==> src/rtl/multicycle_ctrl_if.sv <==
// Control bundle between the multi-cycle sequencer and its datapath.
// Latency: none (wires only).
// Backpressure: memory stalls are signalled on mem_ready_i; the controller holds mem_req_o until it arrives.
interface multicycle_ctrl_if #(
    parameter int CNT_W = 32
);
    logic [6:0]       opcode_i;
    logic             zero_i;
    logic             mem_ready_i;
    logic             mem_req_o;
    logic             mem_we_o;
    logic             iord_o;
    logic             ir_write_o;
    logic             pc_write_o;
    logic             pc_src_o;
    logic [1:0]       alu_src_a_o;
    logic [1:0]       alu_src_b_o;
    logic [1:0]       ALUOp_o;
    logic             reg_write_o;
    logic             mem_to_reg_o;
    logic [CNT_W-1:0] instret_o;
    logic             trap_o;
    logic [3:0]       state_o;

    // Controller side
    modport master (
        input  opcode_i, zero_i, mem_ready_i,
        output mem_req_o, mem_we_o, iord_o, ir_write_o, pc_write_o, pc_src_o,
               alu_src_a_o, alu_src_b_o, ALUOp_o, reg_write_o, mem_to_reg_o,
               instret_o, trap_o, state_o
    );

    // Datapath side
    modport slave (
        output opcode_i, zero_i, mem_ready_i,
        input  mem_req_o, mem_we_o, iord_o, ir_write_o, pc_write_o, pc_src_o,
               alu_src_a_o, alu_src_b_o, ALUOp_o, reg_write_o, mem_to_reg_o,
               instret_o, trap_o, state_o
    );
endinterface

==> src/rtl/multicycle_ctrl.sv <==
// Sequencing FSM for the multi-cycle RISC-V core: decodes opcode, steers shared ALU/memory, counts retirements.
// Latency: R/I 4, ld 5, sd 4, beq 3 cycles plus one per memory wait cycle; outputs combinational from state.
// Backpressure: memory states hold mem_req_o until mem_ready_i; TIMEOUT wait cycles without ready trap.
module multicycle_ctrl #(
    parameter int CNT_W   = 32,
    parameter int TIMEOUT = 15
) (
    input  logic              clk_i,
    input  logic              rst_i,
    multicycle_ctrl_if.master bus
);
    typedef enum logic [3:0] {
        FETCH    = 4'd0,
        DECODE   = 4'd1,
        MEM_ADDR = 4'd2,
        MEM_RD   = 4'd3,
        MEM_WB   = 4'd4,
        MEM_WR   = 4'd5,
        EXEC_R   = 4'd6,
        EXEC_I   = 4'd7,
        ALU_WB   = 4'd8,
        BRANCH   = 4'd9,
        TRAP     = 4'd10
    } state_t;

    localparam logic [6:0] OP_R  = 7'b0110011;
    localparam logic [6:0] OP_I  = 7'b0010011;
    localparam logic [6:0] OP_LD = 7'b0000011;
    localparam logic [6:0] OP_SD = 7'b0100011;
    localparam logic [6:0] OP_BR = 7'b1100011;

    localparam int             TO_W    = $clog2(TIMEOUT + 1);
    localparam logic [TO_W-1:0] TO_LAST = TO_W'(TIMEOUT - 1);

    state_t           state;
    state_t           state_nxt;
    logic [TO_W-1:0]  to_cnt;
    logic [CNT_W-1:0] instret;
    logic             retire;
    logic             mem_wait;
    logic             timed_out;

    // A cycle with an outstanding request and no ready counts toward the timeout.
    assign mem_wait  = bus.mem_req_o && !bus.mem_ready_i;
    // This cycle is the TIMEOUT-th without ready; ready in this same cycle still wins.
    assign timed_out = (to_cnt == TO_LAST);

    assign bus.instret_o = instret;
    assign bus.state_o   = state;
    assign bus.trap_o    = (state == TRAP);

    // State register
    always_ff @(posedge clk_i or posedge rst_i) begin
        if (rst_i) state <= FETCH;
        else       state <= state_nxt;
    end

    // Wait-cycle counter; any non-waiting cycle clears it, so each memory state is entered with 0
    always_ff @(posedge clk_i or posedge rst_i) begin
        if (rst_i)         to_cnt <= '0;
        else if (mem_wait) to_cnt <= to_cnt + 1'b1;
        else               to_cnt <= '0;
    end

    // Retired-instruction counter, wraps naturally
    always_ff @(posedge clk_i or posedge rst_i) begin
        if (rst_i)       instret <= '0;
        else if (retire) instret <= instret + 1'b1;
    end

    // Next-state and control outputs; ir_write/pc_write are qualified by ready/zero
    always_comb begin
        state_nxt        = state;
        retire           = 1'b0;
        bus.mem_req_o    = 1'b0;
        bus.mem_we_o     = 1'b0;
        bus.iord_o       = 1'b0;
        bus.ir_write_o   = 1'b0;
        bus.pc_write_o   = 1'b0;
        bus.pc_src_o     = 1'b0;
        bus.alu_src_a_o  = 2'b00;
        bus.alu_src_b_o  = 2'b00;
        bus.ALUOp_o      = 2'b00;
        bus.reg_write_o  = 1'b0;
        bus.mem_to_reg_o = 1'b0;
        case (state)
            FETCH: begin
                bus.mem_req_o   = 1'b1;
                bus.alu_src_b_o = 2'b01;
                if (bus.mem_ready_i) begin
                    bus.ir_write_o = 1'b1;
                    bus.pc_write_o = 1'b1;
                    state_nxt      = DECODE;
                end else if (timed_out) begin
                    state_nxt = TRAP;
                end
            end
            DECODE: begin
                // Branch target computed speculatively into ALUOut
                bus.alu_src_a_o = 2'b10;
                bus.alu_src_b_o = 2'b10;
                case (bus.opcode_i)
                    OP_R:         state_nxt = EXEC_R;
                    OP_I:         state_nxt = EXEC_I;
                    OP_LD, OP_SD: state_nxt = MEM_ADDR;
                    OP_BR:        state_nxt = BRANCH;
                    default:      state_nxt = TRAP;
                endcase
            end
            MEM_ADDR: begin
                bus.alu_src_a_o = 2'b01;
                bus.alu_src_b_o = 2'b10;
                state_nxt = (bus.opcode_i == OP_LD) ? MEM_RD : MEM_WR;
            end
            MEM_RD: begin
                bus.mem_req_o = 1'b1;
                bus.iord_o    = 1'b1;
                if (bus.mem_ready_i) state_nxt = MEM_WB;
                else if (timed_out)  state_nxt = TRAP;
            end
            MEM_WB: begin
                bus.reg_write_o  = 1'b1;
                bus.mem_to_reg_o = 1'b1;
                retire           = 1'b1;
                state_nxt        = FETCH;
            end
            MEM_WR: begin
                bus.mem_req_o = 1'b1;
                bus.mem_we_o  = 1'b1;
                bus.iord_o    = 1'b1;
                if (bus.mem_ready_i) begin
                    retire    = 1'b1;
                    state_nxt = FETCH;
                end else if (timed_out) begin
                    state_nxt = TRAP;
                end
            end
            EXEC_R: begin
                bus.alu_src_a_o = 2'b01;
                bus.ALUOp_o     = 2'b10;
                state_nxt       = ALU_WB;
            end
            EXEC_I: begin
                bus.alu_src_a_o = 2'b01;
                bus.alu_src_b_o = 2'b10;
                bus.ALUOp_o     = 2'b11;
                state_nxt       = ALU_WB;
            end
            ALU_WB: begin
                bus.reg_write_o = 1'b1;
                retire          = 1'b1;
                state_nxt       = FETCH;
            end
            BRANCH: begin
                bus.alu_src_a_o = 2'b01;
                bus.ALUOp_o     = 2'b01;
                bus.pc_write_o  = bus.zero_i;
                bus.pc_src_o    = 1'b1;
                retire          = 1'b1;
                state_nxt       = FETCH;
            end
            TRAP: begin
                state_nxt = TRAP;
            end
            default: begin
                // Unused encodings are treated as a fault
                state_nxt = TRAP;
            end
        endcase
    end
endmodule

==> src/flat_wrapper.sv <==
// flat-port wrapper written by rule: the top's interface ports become plain ports
module multicycle_ctrl_flat 
#(
    parameter int CNT_W   = 32,
    parameter int TIMEOUT = 15
)
  (clk_i, rst_i, bus_opcode_i, bus_zero_i, bus_mem_ready_i, bus_mem_req_o, bus_mem_we_o, bus_iord_o, bus_ir_write_o, bus_pc_write_o, bus_pc_src_o, bus_alu_src_a_o, bus_alu_src_b_o, bus_ALUOp_o, bus_reg_write_o, bus_mem_to_reg_o, bus_instret_o, bus_trap_o, bus_state_o);
  multicycle_ctrl_if #(.CNT_W(CNT_W)) bus_i ();
  input  logic clk_i;
  input  logic rst_i;
  input wire logic [$bits(bus_i.opcode_i)-1:0] bus_opcode_i;
  input wire logic [$bits(bus_i.zero_i)-1:0] bus_zero_i;
  input wire logic [$bits(bus_i.mem_ready_i)-1:0] bus_mem_ready_i;
  output wire logic [$bits(bus_i.mem_req_o)-1:0] bus_mem_req_o;
  output wire logic [$bits(bus_i.mem_we_o)-1:0] bus_mem_we_o;
  output wire logic [$bits(bus_i.iord_o)-1:0] bus_iord_o;
  output wire logic [$bits(bus_i.ir_write_o)-1:0] bus_ir_write_o;
  output wire logic [$bits(bus_i.pc_write_o)-1:0] bus_pc_write_o;
  output wire logic [$bits(bus_i.pc_src_o)-1:0] bus_pc_src_o;
  output wire logic [$bits(bus_i.alu_src_a_o)-1:0] bus_alu_src_a_o;
  output wire logic [$bits(bus_i.alu_src_b_o)-1:0] bus_alu_src_b_o;
  output wire logic [$bits(bus_i.ALUOp_o)-1:0] bus_ALUOp_o;
  output wire logic [$bits(bus_i.reg_write_o)-1:0] bus_reg_write_o;
  output wire logic [$bits(bus_i.mem_to_reg_o)-1:0] bus_mem_to_reg_o;
  output wire logic [$bits(bus_i.instret_o)-1:0] bus_instret_o;
  output wire logic [$bits(bus_i.trap_o)-1:0] bus_trap_o;
  output wire logic [$bits(bus_i.state_o)-1:0] bus_state_o;
  assign bus_i.opcode_i = bus_opcode_i;
  assign bus_i.zero_i = bus_zero_i;
  assign bus_i.mem_ready_i = bus_mem_ready_i;
  assign bus_mem_req_o = bus_i.mem_req_o;
  assign bus_mem_we_o = bus_i.mem_we_o;
  assign bus_iord_o = bus_i.iord_o;
  assign bus_ir_write_o = bus_i.ir_write_o;
  assign bus_pc_write_o = bus_i.pc_write_o;
  assign bus_pc_src_o = bus_i.pc_src_o;
  assign bus_alu_src_a_o = bus_i.alu_src_a_o;
  assign bus_alu_src_b_o = bus_i.alu_src_b_o;
  assign bus_ALUOp_o = bus_i.ALUOp_o;
  assign bus_reg_write_o = bus_i.reg_write_o;
  assign bus_mem_to_reg_o = bus_i.mem_to_reg_o;
  assign bus_instret_o = bus_i.instret_o;
  assign bus_trap_o = bus_i.trap_o;
  assign bus_state_o = bus_i.state_o;
  multicycle_ctrl #(.CNT_W(CNT_W), .TIMEOUT(TIMEOUT)) u_core (.clk_i(clk_i), .rst_i(rst_i), .bus(bus_i));
endmodule
==> config.mk <==
export PLATFORM = sky130hd
export DESIGN_NAME = multicycle_ctrl_flat
export DESIGN_NICKNAME = d
export VERILOG_FILES = /design/src/rtl/multicycle_ctrl_if.sv /design/src/rtl/multicycle_ctrl.sv /design/src/flat_wrapper.sv
export SDC_FILE = /design/constraint.sdc
export NUM_CORES = 1
export LEC_CHECK = 0
export ABC_AREA = 0
export BUFFER_PORTS_ARGS = -buffer_cell sky130_fd_sc_hd__buf_2
export CELL_PAD_IN_SITES_DETAIL_PLACEMENT = 1
export CELL_PAD_IN_SITES_GLOBAL_PLACEMENT = 1
export CORE_MARGIN = 4
export CORE_UTILIZATION = 37
export CTS_CLUSTER_DIAMETER = 80
export DETAILED_ROUTE_END_ITERATION = 10
export PLACE_DENSITY = 0.86
export SLEW_MARGIN = 20
export SYNTH_ARGS = -nofsm -noshare
export SYNTH_HDL_FRONTEND = slang
export SYNTH_SLANG_ARGS = --single-unit
==> constraint.sdc <==
create_clock -name clk_i -period 2.9 [get_ports clk_i]
set_input_delay 0.29 -clock clk_i [delete_from_list [all_inputs] [get_ports clk_i]]
set_output_delay 0.29 -clock clk_i [all_outputs]
set_load 0.05 [all_outputs]
==> results.txt <==
Ports: 62
leak pwr: 1.19 nW
Root Buffer: clkbuf_8
first-pass GRT wire length: 9.20 mm
Worst R2R Path Depth: 5
Starting DRT DRC Count: 40
adder-cell area share of the yosys netlist: 0.0175
PwrDens: 357 nW/um2
Crit-path slowest cell: dfrtp_1
mux share of post-synthesis cell area: 0.0146
Min Clock Period, post-route: 2.34 ns
Post-CTS Setup Inserts: 0
TritonCTS Buffers: 5
PostCTS Resize Cnt: 0
commonest non-fill, non-tap cell in the layout: buf_2
fin util: 0.468
Worst-Skew Late Latency: 0.29 ns
WL final: 5.45 mm
CP peak stage delay: 0.68 ns
clk slew on worst S/H paths: 0.08 ns
fmax: 428 MHz
synthesis-stage register bit count: 40
period utilization: 0.805
worst-path fanout max: 16
Final ANT Viol Nets: 0
Area Growth Syn to Fin: 21.9%
startpoint types: flop
Cell Area, Synth: 2140 um2
drt wl/cell: 15.6 um
largest family of logic cells by synthesized area: simple AND/OR/NAND/NOR gates
vias in the first global route: 1931
final hold slack: 0.108 ns
core area: 5570 um2
relative slew slack: 0.547
sequential area share after synthesis: 0.468
RSZ-0062 raised after global routing: false
kind of critical path: reg -> reg
Initial Util: 0.384
routed vias: 1831
r2r setup slk: 0.56 ns
Cells after Synth: 215
pins over their slew limit: 0
Worst EP required: 3.08 ns
CTS H-tree lvls: 2
Filler cells: 680
antenna violations before repair: 0
final setup fails: 0
row cnt: 27
Die Span Y: 84.0 um
CTS tree: built
Final GP Congestion: 0.819
Cell Chain, Critical Path: nand2b_1 > a21boi_2 > nor3_2 > nand4_1 > xnor2_1
share of cells above drive strength 1: 0.285
asr flop ratio synth: 1.00
Antenna diodes: 0
Clock Sinks: 40
DR vias/cell: 5.25
YS warnings: 0
Max VDD drop: 0.171 mV
largest net degree at the start of global routing: 41
actual slew at the worst max-slew pin: 0.676 ns
xor and xnor fraction of the mapped netlist area: 0.143
crit end category: flop
worst hold path type: in -> async
status: finished clean
Worst Skew: 0.0118 ns
Hold Fails Final Rpt: 0
IO Port Bufs: 61
fin cells: 349
worst reg2reg path startpoint: u_core.bus.state_o[3]
library cells used by synthesis: 41
dpl hpwl: 4.17 mm
Die X: 84.0 um
RR Endpoint: u_core.bus.instret_o[31]
hold_buf cts: 0
Post-synth EDFFs: 0
post-synth net total: 229
Sum Neg Setup Slack: 0 ns
Design Power: 0.000933 W
CTS Buffer Depth: 2
Avg Cell Area, Syn: 9.95 um2
DR DRC count: 0
post-synthesis simple-gate area fraction: 0.277
DR pass1 iterations: 5
Worst Path Arrival: 2.52 ns
die area: 7060 um2
Overflow after GRT: 0
max-cap violation count: 0
gr usage total: 0.158
post-synthesis compound-gate area fraction: 0.0515
nets@finish: 291
most frequent cells in the layout: buf_2 (61), dfrtp_1 (40), nor2_1 (20), xnor2_1 (20), xor2_1 (15)
DP Cell Count: 342
Main synth FF type: dfrtp_1
cell families after synthesis:
| family | count (synthesis) |
|---|---|
| AOI/OAI and AO/OA | 15 |
| buffers and inverters | 14 |
| xor gates and xnor gates | 35 |
| DFF | 40 |
| and+or+nand+nor | 105 |
| adders and majority gates | 3 |
| muxes | 3 |
final cells by class:
type | instances | area, um2 | area share
multi-input combinational | 161 | 1100 | 0.421
sequential | 40 | 1000 | 0.384
timing repair buffer | 63 | 320 | 0.123
tap | 72 | 90.1 | 0.0345
clock buffer | 6 | 72.6 | 0.0278
inverter | 6 | 22.5 | 0.00863
clock inverter | 1 | 5.00 | 0.00192
through the flow:
| stage | area, um2 | worst slack [ns] |
|---|---|---|
| after floorplan | 2160 | 0.0713 |
| after global placement | 2530 | 0.727 |
| after detailed placement | 2530 | 0.581 |
| after CTS | 2610 | 0.539 |
| after global routing | 2610 | 0.388 |
| final | 2610 | 0.565 |
cells in the mapped netlist (2+ instances only):
master	n	area (um2)
inv_1	6	22.5
or3_1	4	25.0
nor3_1	6	30.0
and2_1	4	25.0
nand2_1	12	45.0
xnor2_1	20	175
o21ai_0	3	15.0
nor2b_1	4	25.0
nand4_1	10	62.6
dfrtp_1	40	1000
ha_1	3	37.5
nor4_1	3	18.8
o32ai_1	2	17.5
nand2b_1	7	43.8
nand3_1	14	70.1
xor2_1	15	131
a21o_1	2	15.0
or2_2	3	18.8
mux2i_1	2	20.0
nand4bb_1	2	22.5
nor3_2	2	20.0
and3_1	7	43.8
nor2_1	20	75.1
clkbuf_1	5	18.8
and4_1	3	26.3
worst max-delay path: cells and delay by family (launching register included):
kind | cells | cell delay [ns]
and+or+nand+nor | 3 | 1.10
AOI/OAI and AO/OA | 1 | 0.27
DFF | 1 | 0.68
xor gates and xnor gates | 1 | 0.18
layer usage:
layer  part of all wire  routed length, um  GRT usage
met1               0.44               2390      0.196
met2               0.50               2720      0.274
met3              0.049                269     0.0276
met4              0.013                 72     0.0526
met5                  0                  0          0
worst max path at each step:
stage / from / to / slack, ns / cells after the start
floorplan: u_core.bus.state_o[1] / bus_pc_write_o / 0.07 / 4
global placement: u_core.bus.state_o[3] / u_core.bus.instret_o[31] / 0.73 / 5
detailed placement: u_core.bus.state_o[3] / u_core.bus.instret_o[31] / 0.58 / 5
CTS: u_core.bus.state_o[3] / u_core.bus.instret_o[31] / 0.54 / 5
global route: u_core.bus.state_o[3] / u_core.bus.instret_o[31] / 0.39 / 5
finish: u_core.bus.state_o[3] / u_core.bus.instret_o[31] / 0.56 / 5
sequential cells by signal, summed over array words and instances (netlist names):
signal	count
u_core.to_cnt	4
u_core.bus.state_o	4
u_core.bus.instret_o	32
report_power, final:
part	switching [W]	internal, W	leakage (nW)
combinational	0.0000160	0.00000817	0.660
clock	0.000187	0.000164	0.0410
sequential	0	0.000557	0.491
No activity file was read; power rests on OpenSTA's default activity.
